<file path="config.mk">
export PLATFORM = sky130hd
export DESIGN_NAME = serdesphy_rx_framer
export DESIGN_NICKNAME = d
export VERILOG_FILES = /design/src/rtl/serdesphy_rx_framer.sv
export SDC_FILE = /design/constraint.sdc
export NUM_CORES = 1
export LEC_CHECK = 0
export ABC_AREA = 1
export BUFFER_PORTS_ARGS = -buffer_cell sky130_fd_sc_hd__buf_2
export CORE_MARGIN = 4
export CORE_UTILIZATION = 50
export CTS_CLUSTER_DIAMETER = 200
export DETAILED_ROUTE_END_ITERATION = 10
export HOLD_SLACK_MARGIN = 0.08
export PLACE_DENSITY = 0.78
export SLEW_MARGIN = 20
export SYNTH_ARGS = -nofsm -noshare
export SYNTH_HDL_FRONTEND = slang
export SYNTH_SLANG_ARGS = --single-unit
</file>
<file path="constraint.sdc">
create_clock -name clk -period 2.15 [get_ports clk]
set_clock_uncertainty 0.05 [all_clocks]
set_input_delay 0.43 -clock clk [delete_from_list [all_inputs] [get_ports clk]]
set_output_delay 0.43 -clock clk [all_outputs]
set_load 0.02 [all_outputs]
</file>
<file path="src/rtl/serdesphy_rx_framer.sv">
// Receive framer: hunts for the sync word, confirms alignment over several frames,
// then deserializes data nibbles. Optional descrambler: SERDESPHY_RX_DESCRAMBLE_EN.
module serdesphy_rx_framer #(
    parameter logic [7:0] SYNC_WORD     = 8'hD2,
    parameter int         FRAME_NIBBLES = 8,
    parameter int         LOCK_CNT      = 3,
    parameter int         LOSS_CNT      = 2
) (
    input  logic       clk,
    input  logic       rst_n,
    input  logic       rx_bit,
    input  logic       rx_bit_en,
    input  logic       resync,
    output logic [3:0] rx_data,
    output logic       rx_valid,
    output logic       frame_start,
    output logic       sync_lock,
    output logic [7:0] sync_miss_cnt
);

    localparam int DATA_BITS = FRAME_NIBBLES * 4;
    localparam int SLOT_LAST = DATA_BITS + 7;
    localparam int SLOT_W    = $clog2(SLOT_LAST + 1);

    typedef enum logic [1:0] {
        ST_HUNT   = 2'd0,
        ST_CHECK  = 2'd1,
        ST_LOCKED = 2'd2
    } state_t;

    state_t            state_q, state_d;
    logic [7:0]        sr_q, sr_d;
    logic [SLOT_W-1:0] slot_q, slot_d;
    logic [3:0]        hits_q, hits_d;
    logic [3:0]        misses_q, misses_d;
    logic [3:0]        rx_data_q, rx_data_d;
    logic              rx_valid_q, rx_valid_d;
    logic              frame_start_q, frame_start_d;
    logic              sync_lock_q, sync_lock_d;
    logic [7:0]        miss_cnt_q, miss_cnt_d;

    logic bit_in;
    logic in_data;
    logic is_last;
    logic nibble_done;
    logic sync_ok;
    logic data_slot_active;

    assign in_data          = (slot_q < SLOT_W'(DATA_BITS));
    assign is_last          = (slot_q == SLOT_W'(SLOT_LAST));
    assign nibble_done      = in_data && (slot_q[1:0] == 2'b11);
    assign data_slot_active = (state_q != ST_HUNT) && in_data;

`ifdef SERDESPHY_RX_DESCRAMBLE_EN
    // Additive descrambler x^7+x^6+1, restarted at every sync slot end so
    // each frame's payload is descrambled from the same seed.
    logic [6:0] lfsr_q, lfsr_d;
    logic       scr_bit;

    assign scr_bit = lfsr_q[6] ^ lfsr_q[5];
    assign bit_in  = rx_bit ^ (data_slot_active & scr_bit);

    always_comb begin
        lfsr_d = lfsr_q;
        if (rx_bit_en && !resync) begin
            if ((state_q == ST_HUNT && sync_ok) || (state_q != ST_HUNT && is_last)) begin
                lfsr_d = 7'h7F;
            end else if (data_slot_active) begin
                lfsr_d = {lfsr_q[5:0], scr_bit};
            end
        end
    end

    always_ff @(posedge clk or negedge rst_n) begin
        if (!rst_n) begin
            lfsr_q <= 7'h7F;
        end else begin
            lfsr_q <= lfsr_d;
        end
    end
`else
    assign bit_in = rx_bit;
`endif

    assign sr_d    = rx_bit_en ? {sr_q[6:0], bit_in} : sr_q;
    assign sync_ok = (sr_d == SYNC_WORD);

    always_comb begin
        state_d       = state_q;
        slot_d        = slot_q;
        hits_d        = hits_q;
        misses_d      = misses_q;
        rx_data_d     = rx_data_q;
        rx_valid_d    = 1'b0;
        frame_start_d = 1'b0;
        miss_cnt_d    = miss_cnt_q;

        if (resync) begin
            state_d  = ST_HUNT;
            hits_d   = 4'd0;
            misses_d = 4'd0;
            slot_d   = '0;
        end else if (rx_bit_en) begin
            case (state_q)
                ST_HUNT: begin
                    if (sync_ok) begin
                        slot_d = '0;
                        hits_d = 4'd1;
                        if (LOCK_CNT == 1) begin
                            state_d  = ST_LOCKED;
                            misses_d = 4'd0;
                        end else begin
                            state_d = ST_CHECK;
                        end
                    end
                end
                ST_CHECK: begin
                    slot_d = is_last ? '0 : slot_q + 1'b1;
                    if (is_last) begin
                        if (sync_ok) begin
                            hits_d = hits_q + 4'd1;
                            if (hits_q + 4'd1 == 4'(LOCK_CNT)) begin
                                state_d  = ST_LOCKED;
                                misses_d = 4'd0;
                            end
                        end else begin
                            state_d = ST_HUNT;
                            hits_d  = 4'd0;
                        end
                    end
                end
                ST_LOCKED: begin
                    slot_d = is_last ? '0 : slot_q + 1'b1;
                    if (nibble_done) begin
                        rx_data_d  = sr_d[3:0];
                        rx_valid_d = 1'b1;
                    end
                    if (is_last) begin
                        if (sync_ok) begin
                            misses_d      = 4'd0;
                            frame_start_d = 1'b1;
                        end else begin
                            misses_d = misses_q + 4'd1;
                            if (miss_cnt_q != 8'hFF) begin
                                miss_cnt_d = miss_cnt_q + 8'd1;
                            end
                            if (misses_q + 4'd1 == 4'(LOSS_CNT)) begin
                                state_d = ST_HUNT;
                                hits_d  = 4'd0;
                            end
                        end
                    end
                end
                default: begin
                    state_d = ST_HUNT;
                end
            endcase
        end

        sync_lock_d = (state_d == ST_LOCKED);
    end

    always_ff @(posedge clk or negedge rst_n) begin
        if (!rst_n) begin
            state_q       <= ST_HUNT;
            sr_q          <= 8'd0;
            slot_q        <= '0;
            hits_q        <= 4'd0;
            misses_q      <= 4'd0;
            rx_data_q     <= 4'd0;
            rx_valid_q    <= 1'b0;
            frame_start_q <= 1'b0;
            sync_lock_q   <= 1'b0;
            miss_cnt_q    <= 8'd0;
        end else begin
            state_q       <= state_d;
            sr_q          <= sr_d;
            slot_q        <= slot_d;
            hits_q        <= hits_d;
            misses_q      <= misses_d;
            rx_data_q     <= rx_data_d;
            rx_valid_q    <= rx_valid_d;
            frame_start_q <= frame_start_d;
            sync_lock_q   <= sync_lock_d;
            miss_cnt_q    <= miss_cnt_d;
        end
    end

    assign rx_data       = rx_data_q;
    assign rx_valid      = rx_valid_q;
    assign frame_start   = frame_start_q;
    assign sync_lock     = sync_lock_q;
    assign sync_miss_cnt = miss_cnt_q;

endmodule

</file>
==> results.ini <==
[clock_tree]
cts_setup_buffers = 0
cts_tree = done
clkLatencyLatePin_ns = 0.29
htreeDepth = 2
cts.clk_slew.worst_paths_ns = 0.08
clockRootBuffer = clkbuf_8
cts_buffers = 5
cts_num_sinks = 39
cts_resized = 0
cts.path.max_buffers = 2
holdBufCountCts = 0

[power]
power_switching_w = 0.000382
switching_share_pct = 27.1
p_per_area_mw_per_mm2 = 542
leakage_nw = 1.30
share_comb_of_total_power_pct = 10.5
ir_worst_vdd_mv = 0.455
internal_power_w = 0.00103
p_clk_share_pct = 34.6
p_seq_share_pct = 54.9

[timing]
tns_ns = 0
period_share_pct = 90.7
worstMarginPinSlew_ns = 0.489
fmax_mhz = 513
rsz0062_at_grt = no
hold_viol_final = 0
max_slew_margin_pct = 67.4
maxSlewViolCount = 0
finalSetupViolCount = 0
finalCriticalPeriod_ns = 1.95

[synth]
ys_ff_latch = 39
synth-xor-area-share_pct = 3.75
synth_top_family_by_area = simple AND/OR/NAND/NOR gates
synthMuxAreaShare_pct = 0.482
synth_fa_ha_area_share_pct = 5.36
synth-simple-area-share_pct = 32.7
ys_types = 27
avgSynthCellArea_um2 = 7.81
yosysWarnings = 0
synth_compound_area_share_pct = 6.96
syn-num-nets = 314
netlist_area_mm2 = 0.00234
syn-instance-count = 299
yosysSeqAreaShare_pct = 41.8

[floorplan]
die_area_mm2 = 0.00583
die_h_um = 76.4
boundaryPins = 20
die_width_um = 76.4
start_util_pct = 52.6
std_cell_rows = 24
core_area_mm2 = 0.00444

[route]
drt_first_pass_iters = 4
drc = 0
post_drt_wl_per_cell_um = 11.9
drt-initial-drc-count = 92
avgViaCountPerCell = 4.99
drtAntennaViolNets = 0
vias = 1908
drt_wl_total_um = 4550

[cells_and_area]
final_cell_mix = nand2_1, inv_1, dfrtp_1
syn_to_final_growth_pct = 11.3
antenna_cells = 0
final_util_pct = 58.5
layout-drive-gt1-share_pct = 20.3
final_nets = 344
finish.instance_area_mm2 = 0.00260
final_common_cell = nand2_1

[placement]
postPlaceCellArea_mm2 = 0.00251
portBuffers = 19
dp_hpwl_um = 3410
place_congestion = 0.908

[grt]
grt_usage_pct = 16.9
antenna_found_initial = 0
grt_pass1_vias = 1802
grt_max_degree = 40
grt-ovfl-total = 0
grt_pass1_wl_um = 8070

[setup_path]
worstPathRequired_ns = 2.28
setup.worst_path.end_class = flip-flop
worstSetupStartpointType = flip-flop
cpPeakStageDelay_ns = 0.42
r2r.worst_path.cells = 10
worst_path_max_delay_cell = dfrtp_1
worstPathMaxFanout = 5
crit_type = reg -> reg
path_cells = inv_1 > ha_1 > inv_1 > nor2_2 > nand3_1 > nor2_1 > nand2_2 > nor2_2 > nand2_1 > xor2_1
cp.arrival_ns = 2.08

[job]
max_cap_violations = 0

[status]
status = completed

[hold_path]
hold_path.class = in -> async

stage by stage:
step                      hold slack [ns]  setup WS [ns]  cells  power [W]
after floorplan                    0.0844          0.319    299   0.000892
after global placement              0.425          0.112    374   0.000935
after detailed placement            0.437         0.0593    374   0.000938
after CTS                           0.151          0.195    382    0.00142
after global routing                0.175        0.00799    382    0.00148
final                               0.128          0.201    382    0.00141
area by class of cell:
class	instances	area, um2
Clock buffer	6	72.6
Clock inverter	2	12.5
Fill cell	422	1840
Inverter	43	161
Multi-Input combinational cell	212	1150
Sequential cell	39	976
Tap cell	52	65.1
Timing Repair Buffer	28	163
sequential cells by signal (all words and copies together), names as in the netlist:
signal,cells
state_q,2
sync_miss_cnt,8
rx_data,4
sync_lock,1
frame_start,1
sr_q,8
rx_valid,1
slot_q,6
hits_q,4
misses_q,4
final timing paths:
| check | startpoint | to | slack, ns |
|---|---|---|---|
| min in group clk | rx_bit | sr_q[0] | 0.31 |
| worst min register to register | sync_miss_cnt[6] | sync_miss_cnt[6] | 0.44 |
| worst max-delay path | state_q[0] | sync_miss_cnt[5] | 0.20 |
| worst min-delay path | rst_n | hits_q[1] | 0.13 |
| max in group asynchronous | rst_n | slot_q[3] | 1.57 |
| worst max register to register | state_q[0] | sync_miss_cnt[5] | 0.20 |
cell families (layout without fill, tap and decap cells):
logic type                 after synthesis  after routing
AOI/OAI and AO/OA                       29             29
and+or+nand+nor                        162            162
xor gates and xnor gates                10             10
buffers and inverters                   48             79
muxes                                    1              1
DFF                                     39             39
adders and majority gates               10             10
power by group through the flow:
stage / Clock [W] / Combinational, W / Sequential, W
4_1_cts: 0.000498 / 0.000150 / 0.000775
3_5_place_dp: 0 / 0.000149 / 0.000789
2_1_floorplan: 0 / 0.000108 / 0.000784
6_report: 0.000487 / 0.000148 / 0.000775
3_3_place_gp: 0 / 0.000146 / 0.000790
5_1_grt: 0.000533 / 0.000170 / 0.000779
cells in the mapped netlist:
master / instances / area share [%]
nand2_1: 79 / 13
inv_2: 3 / 0.48
o31ai_2: 1 / 0.54
nand3_4: 1 / 0.75
xnor2_1: 3 / 1.1
mux2_2: 1 / 0.48
dfrtp_1: 39 / 42
nand4_4: 1 / 0.91
inv_1: 40 / 6.4
xor2_1: 7 / 2.6
o21ai_0: 5 / 1.1
a21oi_2: 1 / 0.38
nand4_1: 8 / 2.1
nor3_1: 7 / 1.5
a21oi_1: 8 / 1.7
nand2_2: 14 / 3.7
nor2_1: 27 / 4.3
nor2_2: 5 / 1.3
clkbuf_1: 1 / 0.16
buf_6: 4 / 1.9
a31oi_1: 2 / 0.54
nand3_2: 2 / 0.86
o21ai_2: 1 / 0.38
nor2_4: 2 / 0.96
nand3_1: 16 / 3.4
ha_1: 10 / 5.4
o21ai_1: 11 / 2.4
critical path, delay by kind of cell (launching register included):
kind / cells / cell delay [ns]
xor+xnor: 1 / 0.15
buf+inv: 2 / 0.21
flops: 1 / 0.42
simple gates: 6 / 0.80
fa+ha+maj: 1 / 0.23
metal layers:
metal / part of all wire [%] / vias up / wire length [um] / global-route usage (%)
li1: - / 997 / - / -
met1: 47 / 874 / 2140 / 21.2
met2: 49 / 31 / 2210 / 29.5
met3: 3.3 / 6 / 148 / 3.55
met4: 1.1 / 0 / 51 / 4.35
met5: 0 / - / 0 / 0
Power figures use the tool's default switching activity.
